--- src/rtl/pipe_ctrl_pkg.sv ---
// Shared encodings for the pipeline hazard controller: FSM states, stage
// indices and the enable/bubble control vectors for each pipeline situation.
package pipe_ctrl_pkg;

  typedef enum logic [1:0] {
    RUN      = 2'd0,
    MEM_WAIT = 2'd1,
    HALT     = 2'd2
  } state_t;

  // Stage register indices; the enable vector carries the PC one bit above MEM/WB.
  localparam int STG_IFID  = 0;
  localparam int STG_IDEX  = 1;
  localparam int STG_EXMEM = 2;
  localparam int STG_MEMWB = 3;
  localparam int STG_PC    = 4;

  localparam logic [4:0] EN_ALL       = 5'b11111;
  localparam logic [4:0] EN_NONE      = 5'b00000;
  localparam logic [4:0] EN_MEM_STALL = 5'b01000;
  localparam logic [4:0] EN_LOAD_USE  = 5'b01110;

  localparam logic [3:0] FL_NONE      = 4'b0000;
  localparam logic [3:0] FL_MEM_STALL = 4'b1000;
  localparam logic [3:0] FL_REDIRECT  = 4'b0111;
  localparam logic [3:0] FL_LOAD_USE  = 4'b0010;

endpackage

--- src/rtl/load_use_detect.sv ---
// Combinational load-use hazard compare between the load in EX and the
// source operands of the instruction in ID.
module load_use_detect #(
  parameter int REG_AW = 5
) (
  input  logic              ex_mem_read,
  input  logic [REG_AW-1:0] ex_rd,
  input  logic [REG_AW-1:0] id_rs,
  input  logic [REG_AW-1:0] id_rt,
  input  logic              id_uses_rt,
  output logic              hit
);

  // Register zero is hardwired, so a load targeting it never creates a hazard.
  assign hit = ex_mem_read && (ex_rd != '0) &&
               ((ex_rd == id_rs) || (id_uses_rt && (ex_rd == id_rt)));

endmodule

--- src/rtl/pipeline_hazard_controller.sv ---
// Stall/flush sequencer for the 5-stage pipeline registers and the PC.
// Optional build macro HAZARD_PERF_EN adds saturating stall/flush counters.
module pipeline_hazard_controller
  import pipe_ctrl_pkg::*;
#(
  parameter int MEM_TIMEOUT = 16,
  parameter int REG_AW      = 5
) (
  input  logic              Clock,
  input  logic              Reset_n,
  input  logic [REG_AW-1:0] IdRs,
  input  logic [REG_AW-1:0] IdRt,
  input  logic              IdUsesRt,
  input  logic              ExMemRead,
  input  logic [REG_AW-1:0] ExRd,
  input  logic              MemReq,
  input  logic              MemReady,
  input  logic              MemRedirect,
  output logic              PcWriteEn,
  output logic              PcSel,
  output logic              IfIdWriteEn,
  output logic              IdExWriteEn,
  output logic              ExMemWriteEn,
  output logic              MemWbWriteEn,
  output logic              IfIdFlush,
  output logic              IdExFlush,
  output logic              ExMemFlush,
  output logic              MemWbFlush,
`ifdef HAZARD_PERF_EN
  output logic [31:0]       StallCycles,
  output logic [31:0]       FlushEvents,
`endif
  output logic              MemTimeout
);

  localparam int CNT_W = $clog2(MEM_TIMEOUT + 1);

  state_t           state, state_next;
  logic [CNT_W-1:0] wait_cnt, wait_cnt_next;
  logic             timeout_q, timeout_next;
  logic             lu_hit;
  logic             stall;
  logic [4:0]       en;
  logic [3:0]       fl;
  logic             pc_sel;

  load_use_detect #(.REG_AW(REG_AW)) u_load_use_detect (
    .ex_mem_read (ExMemRead),
    .ex_rd       (ExRd),
    .id_rs       (IdRs),
    .id_rt       (IdRt),
    .id_uses_rt  (IdUsesRt),
    .hit         (lu_hit)
  );

  always_ff @(posedge Clock or negedge Reset_n) begin
    if (!Reset_n) begin
      state     <= RUN;
      wait_cnt  <= '0;
      timeout_q <= 1'b0;
    end else begin
      state     <= state_next;
      wait_cnt  <= wait_cnt_next;
      timeout_q <= timeout_next;
    end
  end

  always_comb begin
    state_next    = state;
    wait_cnt_next = wait_cnt;
    timeout_next  = timeout_q;
    case (state)
      RUN: begin
        if (MemReq && !MemReady) begin
          state_next    = MEM_WAIT;
          wait_cnt_next = CNT_W'(1);
        end
      end
      MEM_WAIT: begin
        if (MemReady) begin
          state_next    = RUN;
          wait_cnt_next = '0;
        end else if (wait_cnt == CNT_W'(MEM_TIMEOUT)) begin
          state_next   = HALT;
          timeout_next = 1'b1;
        end else begin
          wait_cnt_next = wait_cnt + CNT_W'(1);
        end
      end
      HALT:    state_next = HALT;
      default: state_next = RUN;
    endcase
  end

  // Zero-latency decode: a memory stall hides any redirect still held in EX/MEM.
  always_comb begin
    en     = EN_NONE;
    fl     = FL_NONE;
    pc_sel = 1'b0;
    stall  = ((state == RUN) && MemReq && !MemReady) ||
             ((state == MEM_WAIT) && !MemReady);
    if (Reset_n && (state == RUN || state == MEM_WAIT)) begin
      if (stall) begin
        en = EN_MEM_STALL;
        fl = FL_MEM_STALL;
      end else if (MemRedirect) begin
        en     = EN_ALL;
        fl     = FL_REDIRECT;
        pc_sel = 1'b1;
      end else if (lu_hit) begin
        en = EN_LOAD_USE;
        fl = FL_LOAD_USE;
      end else begin
        en = EN_ALL;
        fl = FL_NONE;
      end
    end
  end

  assign PcWriteEn    = en[STG_PC];
  assign PcSel        = pc_sel;
  assign IfIdWriteEn  = en[STG_IFID];
  assign IdExWriteEn  = en[STG_IDEX];
  assign ExMemWriteEn = en[STG_EXMEM];
  assign MemWbWriteEn = en[STG_MEMWB];
  assign IfIdFlush    = fl[STG_IFID];
  assign IdExFlush    = fl[STG_IDEX];
  assign ExMemFlush   = fl[STG_EXMEM];
  assign MemWbFlush   = fl[STG_MEMWB];
  assign MemTimeout   = timeout_q;

`ifdef HAZARD_PERF_EN
  function automatic logic [31:0] sat_inc(input logic [31:0] v);
    return (v == 32'hFFFF_FFFF) ? v : v + 32'd1;
  endfunction

  always_ff @(posedge Clock or negedge Reset_n) begin
    if (!Reset_n) begin
      StallCycles <= '0;
      FlushEvents <= '0;
    end else begin
      if (state != HALT && !en[STG_PC]) StallCycles <= sat_inc(StallCycles);
      if (pc_sel)                       FlushEvents <= sat_inc(FlushEvents);
    end
  end
`endif

endmodule

--- config.mk ---
export PLATFORM = sky130hd
export DESIGN_NAME = pipeline_hazard_controller
export DESIGN_NICKNAME = d
export VERILOG_FILES = /design/src/rtl/pipe_ctrl_pkg.sv /design/src/rtl/load_use_detect.sv /design/src/rtl/pipeline_hazard_controller.sv
export SDC_FILE = /design/constraint.sdc
export NUM_CORES = 1
export LEC_CHECK = 0
export ABC_AREA = 1
export CAP_MARGIN = 20
export CORE_AREA = 5 5 49 51
export CTS_BUF_LIST = sky130_fd_sc_hd__clkbuf_4 sky130_fd_sc_hd__clkbuf_8 sky130_fd_sc_hd__clkbuf_16
export CTS_CLUSTER_DIAMETER = 80
export DETAILED_ROUTE_END_ITERATION = 12
export DIE_AREA = 0 0 54 56
export GPL_TIMING_DRIVEN = 0
export PLACE_DENSITY = 0.74
export SETUP_SLACK_MARGIN = 0.15
export SYNTH_ARGS = -nofsm -noshare
export SYNTH_HDL_FRONTEND = slang
export SYNTH_SLANG_ARGS = --single-unit
--- constraint.sdc ---
create_clock -name Clock -period 1.7 [get_ports Clock]
set_input_delay 0.255 -clock Clock [delete_from_list [all_inputs] [get_ports Clock]]
set_output_delay 0.255 -clock Clock [all_outputs]
set_load 0.005 [all_outputs]
==> flow_summary.json <==
{
  "syn2layout_area_growth_pct": 69.60,
  "dpl_cell_area_um2": 1107,
  "insertedDiodeCount": 0,
  "grtUsageTotal_pct": 14.84,
  "power.internal_uw": 321.3,
  "root_buffer": "clkbuf_4",
  "die_area_um2": 3024,
  "cts_tree": "yes",
  "drt-initial-drc-count": 16,
  "synth_seq_cells": 8,
  "worst_pin_slew_ns": 0.3955,
  "grtUsageMet3_pct": 2.413,
  "drive_above_1_share_pct": 32.34,
  "critPathMaxFanout": 4,
  "switchingPower_uw": 116.6,
  "clockBufferDepth": 2,
  "synth_area_um2": 753.2,
  "tns_ns": -0.1478,
  "r2r_start": "state[1]",
  "fmax_mhz": 565.6,
  "vias_per_cell": 4.680,
  "violations": "setup timing",
  "ir_drop_mv": 0.2265,
  "swShare_pct": 26.62,
  "p_seq_share_pct": 43.5,
  "grt_max_degree": 9,
  "power.share.combinational_pct": 21.6,
  "drc": 0,
  "vias": 908,
  "antenna_found_initial": 0,
  "design.portCount": 33,
  "numClockSinks": 8,
  "first_pass_iters": 4,
  "worstHoldStart": "MemTimeout",
  "power.leakage_uw": 0.0007445,
  "place.gp.congestion": 0.8155,
  "yosys_warnings": 0,
  "core_area_um2": 1902,
  "ys_seq_area_share_pct": 26.58,
  "final.setup_skew_ns": 0.001676,
  "grt_use_met1_pct": 17.26,
  "run_status": "complete, but fails checks",
  "rsz0062_at_grt": "true",
  "clk_pin_slew_ns": 0.05,
  "clock_insertion_delay_worst_skew_ns": 0.26,
  "dp_hpwl_um": 1503,
  "hold_path_class": "reg -> reg",
  "ant_nets": 0,
  "die_y_um": 56,
  "period_share_pct": 104.0,
  "p_clk_share_pct": 34.9,
  "slew_headroom_pct": 73.54,
  "final_cell_area_um2": 1277,
  "critPathKind": "reg -> out",
  "die_w_um": 54,
  "drt-wirelength-per-cell_um": 11.22,
  "cts_buffers": 3,
  "cts_htree_levels": 1,
  "dp_slack_ns": -0.7341,
  "postLayoutCoreUtil_pct": 67.17,
  "avgSynthCellArea_um2": 6.225,
  "final_nets": 193,
  "critPathRequiredTime_ns": 1.44,
  "grt_most_used_layer": "met2",
  "start_kind": "flip-flop",
  "grt_pass1_vias": 819,
  "ys_types": 22,
  "max_cap_viol_count": 0,
  "crit_path_start": "state[0]",
  "cp-end-kind": "primary output",
  "grt_first_pass_wirelength_um": 3443,
  "gr-total-overflow": 0,
  "wl_um": 2176,
  "power_per_cell_area_nw_per_um2": 342.7,
  "grt_util_met2_pct": 24.05,
  "synth_cells": 121,
  "setup_ws_ns": -0.06804,
  "crit_arrival_ns": 1.51,
  "port_buffers": 32,
  "start_util_pct": 39.61,
  "hold_violations": 0,
  "drv_slew": 0,
  "std_cell_rows": 16,
  "setup_viol": 3,
  "min_period_ns": 1.768,
  "syn-num-nets": 145
}
-- registers in the layout, indices dropped and copies added, names as in the netlist --
name        cells
MemTimeout      1
state           2
wait_cnt        5
-- cell families (layout without fill, tap and decap cells) --
logic type | Yosys count | after routing | share of synthesized area (%)
AOI/OAI and AO/OA | 9 | 9 | 6.643
and+or+nand+nor | 72 | 72 | 45.18
adders and majority gates | 2 | 2 | 3.322
buffers and inverters | 28 | 74 | 15.95
DFF | 8 | 8 | 26.58
xor gates and xnor gates | 2 | 2 | 2.326
-- synthesized netlist by cell type (all sizes together) --
cell type	instances	share of area, %
dfrtp	8	27
inv	24	12
nand2	44	24
or2	1	0.83
nand4	4	4.2
a21oi	1	0.66
buf	4	4.0
nor2	14	10
ha	2	3.3
o21ai	7	5.1
o22ai	1	0.83
xnor2	2	2.3
nand3	8	5.3
nor3b	1	1.0
-- worst paths after layout --
| check | end | slack [ns] | cells after the start |
|---|---|---|---|
| hold / removal | MemTimeout | 0.47 | 1 |
| setup / recovery | PcWriteEn | -0.07 | 10 |
| hold reg to reg | MemTimeout | 0.47 | 1 |
| setup reg to reg | wait_cnt[0] | 0.19 | 9 |
| min in group asynchronous | wait_cnt[4] | 0.58 | 2 |
| max in group asynchronous | state[1] | 0.82 | 2 |
-- repair_timing --
action / in CTS / in global routing
hold buffers: 1 / 0
buffers inserted: 7 / 3
hold endpoints to repair: 8 / 0
endpoints found under the setup margin: 10 / 9
resized for setup: 74 / 12
pin swaps: 15 / 15
-- power by group through the flow --
stage / registers (uW) / logic, uW / clock network [uW]
after CTS: 190 / 94.5 / 158
after global routing: 190 / 108 / 161
after global placement: 194 / 98.0 / 0
after detailed placement: 194 / 100 / 0
final: 191 / 94.5 / 153
after floorplan: 194 / 35.1 / 0
-- area by class of cell --
type                       instances  area, um2
fill                             168      624.3
multi-input combinational         85      489.2
timing repair buffer              43      395.4
sequential                         8      201.4
inverter                          24      90.09
buffer                             4      45.04
tap                               27      33.78
clock buffer                       3      22.52
-- metrics by stage --
stage,power (uW),hold WS (ns),std cells
final,437.8,0.4719,194
after global routing,459.2,0.4843,194
after CTS,442.8,0.4578,191
after detailed placement,293.9,0.4685,180
after global placement,291.9,0.4568,180
after floorplan,229.1,-0.04059,121
-- worst max-delay path: stages, from the launching register on --
cell and delay, ns:
dfrtp_1 0.42, inv_2 0.09, nor2_4 0.04, nand2_4 0.07, nand2_4 0.06, nor2_4 0.14, nand2_2 0.08, buf_6 0.13
nand2_4 0.06, buf_6 0.09, buf_6 0.08
-- metal layers --
metal / vias to the layer above / routed length [um]
li1: 458 / -
met4: 0 / 87
met3: 11 / 117
met2: 33 / 1150
met1: 406 / 820
met5: - / 0
-- placed cells by master (no fill, tap or decap), types with 2 or more instances in the layout --
cell type        count
nand2_1             37
nand4_1              3
o21ai_0              3
dlygate4sd2_1       14
buf_6               13
xnor2_1              2
nand3_2              4
nand3_1              4
buf_2                3
nor2_4               5
o21ai_1              3
ha_1                 2
nor2_1               9
nand2_4              3
dfrtp_1              7
inv_1               18
inv_2                6
buf_4                7
nand2_2              4
clkdlybuf4s50_1      7
clkbuf_4             3
No activity file was read; power rests on OpenSTA's default activity.
==> RTL edit 1: new RTL, same flow settings <==
The 3 states of `state_t` get a one-hot encoding in 3 bits.
--- a/src/rtl/pipe_ctrl_pkg.sv
+++ b/src/rtl/pipe_ctrl_pkg.sv
@@ -3,8 +3,8 @@
 package pipe_ctrl_pkg;
 
-  typedef enum logic [1:0] {
-    RUN      = 2'd0,
-    MEM_WAIT = 2'd1,
-    HALT     = 2'd2
+  typedef enum logic [2:0] {
+    RUN      = 3'b001,
+    MEM_WAIT = 3'b010,
+    HALT     = 3'b100
   } state_t;
 
Function: no difference found for any inputs over 10 cycles, from zero or initial values and one cycle with Reset_n low; not proved beyond that.
==> RTL edit 1 against the unedited design <==
The flow still finishes with violations (setup timing). First-iteration DRC count down 50%. Sequential share of layout area is 1.1 points higher. Cell count increased by 4.1%. Design area up 4.9%. Routed wire length up 4.1%. Sequential cell count grew 1. Area after synthesis grew 9.6%. Worst setup slack got worse by 0.16 ns.
Power is not compared: it rests on default switching activity, and its combinational part moved more than twofold at a synthesized area within 25%.
==> RTL edit 1: results (changes against the unedited design) <==
run status: complete, but fails checks
failing checks: setup timing
DR iter-0 viols: 8 (-8)
invs w/o clock: 27 (+13%)
placer congestion estimate: 0.815 (about the same)
# setup viols final: 9 (+6)
Crit path max-delay family: flip-flops
post-DR vias/cell: 4.70 (+0.38%)
skew final: 0.00732 ns (+0.00565 ns)
vias in the first global route: 937 (+14%)
clock network area share: 2.24% (+0.48 points)
placed cells: 188 (+4.4%)
first-pass GRT wire length: 3770 µm (+9.4%)
Final WS setup: -0.233 ns (-0.164 ns)
sequential cell area share: 16.9% (+1.1 points)
final WL: 2270 µm (+4.1%)
commonest cells in the netlist: nand2_1 (40), inv_1 (23), nor2_1 (9), dfrtp_1 (8), nand3_1 (7)
Global Route Usage Sum: 16.2% (+1.4 points)
peak per-stage delay on the critical path: 0.56 ns (+0.14 ns)
NonClk Buf Share: 32.2% (-2.3 points)
Resize count post-CTS: 52 (-30%)
Setup Slack @ Placement: -0.715 ns (+0.0194 ns)
Syn Area/Cell: 6.40 µm² (+2.8%)
Hold Crit Class: primary input to asynchronous set/reset pin
count of multi-input combinational gates: 89 (+4.7%)
Fillers: 163 (-3.0%)
routed metal-1 wire length: 872 µm (+6.3%)
setup TNS: -1.37 ns (-1.22 ns)
Slew headroom: 65.5% (-8.1 points)
Crit path arrival time: 1.68 ns (+0.17 ns)
postcts setup bufs: 7 (unchanged)
synth top area cells: dfrtp_1 (24%), nand2_1 (18%), inv_1 (10%)
final-stage net count: 200 (+3.6%)
FF+latch count: 9 (+1)
Non-Clock Buffer Count: 46 (-2.1%)
Syn Nets: 153 (+5.5%)
layout cells sized above 1: 31.4% (-0.91 points)
WL met3: 182 µm (+56%)
sequential fraction of the synthesis area: 27.4% (+0.85 points)
fraction of area in multi-input gates: 38.4% (+0.080 points)
clkbuf count: 4 (+1)
Register Area: 226 µm² (+12%)
DP HPWL: 1740 µm (+16%)
# rows: 16 (unchanged)
met2 usage: 25.8% (+1.7 points)
## RTL edit 1: power breakdown
group          switching (µW)  total [µW]  internal [µW]  leakage [µW]
sequential               42.4         304            261      0.000119
clock                    72.8         179            106     0.0000184
combinational             366         762            396      0.000613
total                     481        1240            764      0.000750
## RTL edit 1: cell families (layout without fill, tap and decap cells)
logic type / after synthesis / count (layout) / synth area share (%)
and+or+nand+nor: 75 / 75 / 43.6
buffers and inverters: 31 / 77 / 15.9
AOI/OAI and AO/OA: 10 / 10 / 7.88
DFF: 9 / 9 / 27.4
adders and majority gates: 2 / 2 / 3.03
xor gates and xnor gates: 2 / 2 / 2.12
## RTL edit 1: final timing paths
kind / endpoint / cells past startpoint / from
max in group asynchronous: state[0] / 1 / Reset_n
setup / recovery: IdExWriteEn / 9 / state[0]
hold / removal: state[1] / 1 / Reset_n
min in group Clock: MemTimeout / 1 / MemTimeout
setup reg to reg: wait_cnt[4] / 9 / state[0]
hold reg to reg: MemTimeout / 1 / MemTimeout
==> RTL edit 2: new RTL, config.mk and constraints unchanged <==
Made on the original files. `REG_AW` is set to 5 in 2 places; all go to 6.
--- a/src/rtl/load_use_detect.sv
+++ b/src/rtl/load_use_detect.sv
@@ -2,5 +2,5 @@
 // source operands of the instruction in ID.
 module load_use_detect #(
-  parameter int REG_AW = 5
+  parameter int REG_AW = 6
 ) (
   input  logic              ex_mem_read,
--- a/src/rtl/pipeline_hazard_controller.sv
+++ b/src/rtl/pipeline_hazard_controller.sv
@@ -5,5 +5,5 @@
 #(
   parameter int MEM_TIMEOUT = 16,
-  parameter int REG_AW      = 5
+  parameter int REG_AW      = 6
 ) (
   input  logic              Clock,
Ports: changed (resized ExRd, IdRs and IdRt); port bits go from 33 to 36. The function was not compared with the original's and may differ.
==> RTL edit 2 against the unedited design <==
Clock skew about the same. Via count increased by 1.2%. Cell count is 3.1% higher. Total power is 0.12% lower. Sequential share of layout area down 0.16 points. Sequential cell count unchanged. Largest power group unchanged. Worst setup slack improved by 0.11 ns. Routed wire length shrank 2.6%. Die area stayed put. Fmax increased by 6.4%. Area after synthesis rose by 2.8%. Register-to-register slack better by 0.12 ns. Design area grew 1.7%.
==> RTL edit 2: results (changes against the unedited design) <==
synthesized instance count: 124 (+2.5%)
placer congestion estimate: 0.815 (-0.11%)
first-pass GRT wire length: 3480 µm (+0.99%)
clock buffer depth: 2 (unchanged)
vias in the first global route: 879 (+7.3%)
number of port buffers: 35 (+9.4%)
Syn Nets: 151 (+4.1%)
met2 usage: 25.8% (+1.7 points)
Peak supply drop: 0.188 mV (-17%)
worst-skew pair later-pin latency: 0.25 ns
Fillers: 161 (-4.2%)
met3 usage: 3.49% (+1.1 points)
Global Route Usage Sum: 14.9% (+0.066 points)
Slew @ Worst Pin: 0.384 ns (-0.0118 ns)
Resize count post-CTS: 84 (+14%)
library cells used by synthesis: 23 (+4.5%)
critical path peak fanout: 3 (-1)
Hold Crit Class: primary input to register
initial antenna violation count: 0 (unchanged)
run status: finished clean
commonest cells in the netlist: nand2_1 (41), inv_1 (24), nor2_1 (9), dfrtp_1 (8), nand3_1 (7)
synth top area cells: dfrtp_1 (26%), nand2_1 (20%), inv_1 (12%)
final-stage net count: 202 (+4.7%)
final instance area: 0.00130 mm² (+1.7%)
sequential fraction of the synthesis area: 25.8% (-0.73 points)
Setup Slack @ Placement: -0.738 ns (-0.00346 ns)
met1 Usage GRT: 16.6% (-0.62 points)
skew final: 0.00209 ns (+0.000415 ns)
layout cells sized above 1: 32.4% (+0.035 points)
routed len/inst: 10.6 µm (-5.5%)
DP HPWL: 1580 µm (+5.2%)
Lkg Pwr: 0.000752 µW (+0.96%)
post-DR vias/cell: 4.60 (-1.8%)
[RTL edit 2: worst paths after layout]
path	start	to	slack (ns)	cells after the start
hold reg to reg	MemTimeout	MemTimeout	0.48	1
max in group asynchronous	Reset_n	state[1]	0.83	2
setup reg to reg	state[1]	wait_cnt[1]	0.31	8
hold / removal	MemReady	wait_cnt[4]	0.44	4
min in group asynchronous	Reset_n	wait_cnt[1]	0.58	2
setup / recovery	state[1]	PcWriteEn	0.04	8
[RTL edit 2: critical path, stage by stage (launching register included)]
cell and delay (ns):
dfrtp_2 0.45, nor2_4 0.13, nand3_4 0.09, nand2_4 0.08
nor2_4 0.04, nand2_2 0.08, nand2_2 0.06, buf_6 0.11
buf_6 0.10
[RTL edit 2: where the power goes]
group	internal [µW]	switching, µW	total [µW]	leakage, µW
clock network	80.7	63.7	144	0.0000138
logic	52.7	49.6	102	0.000654
registers	191	0	191	0.0000837
[RTL edit 2: layout make-up]
type                            instances  share of cell area, %
Buffer                                  4                   3.47
Inverter                               26                   7.51
Timing Repair Buffer                   46                   30.4
Sequential cell                         8                   15.6
Tap cell                               27                   2.60
Clock buffer                            3                   1.73
Multi-Input combinational cell         86                   38.6
[RTL edit 2: kinds of logic (layout without fill, tap and decap cells)]
group | after synthesis | in the layout | share of synthesized area, %
xor+xnor | 4 | 4 | 4.52
simple gates | 68 | 68 | 40.2
fa+ha+maj | 2 | 2 | 3.23
compound gates | 12 | 12 | 9.69
flops | 8 | 8 | 25.8
buf+inv | 30 | 79 | 16.5
[RTL edit 2: routing by layer]
metal	wire, µm	vias up	share of wire (%)
met5	0	-	0
met4	19	0	0.90
met3	143	4	6.7
met2	1110	31	52
met1	850	407	40
li1	-	477	-
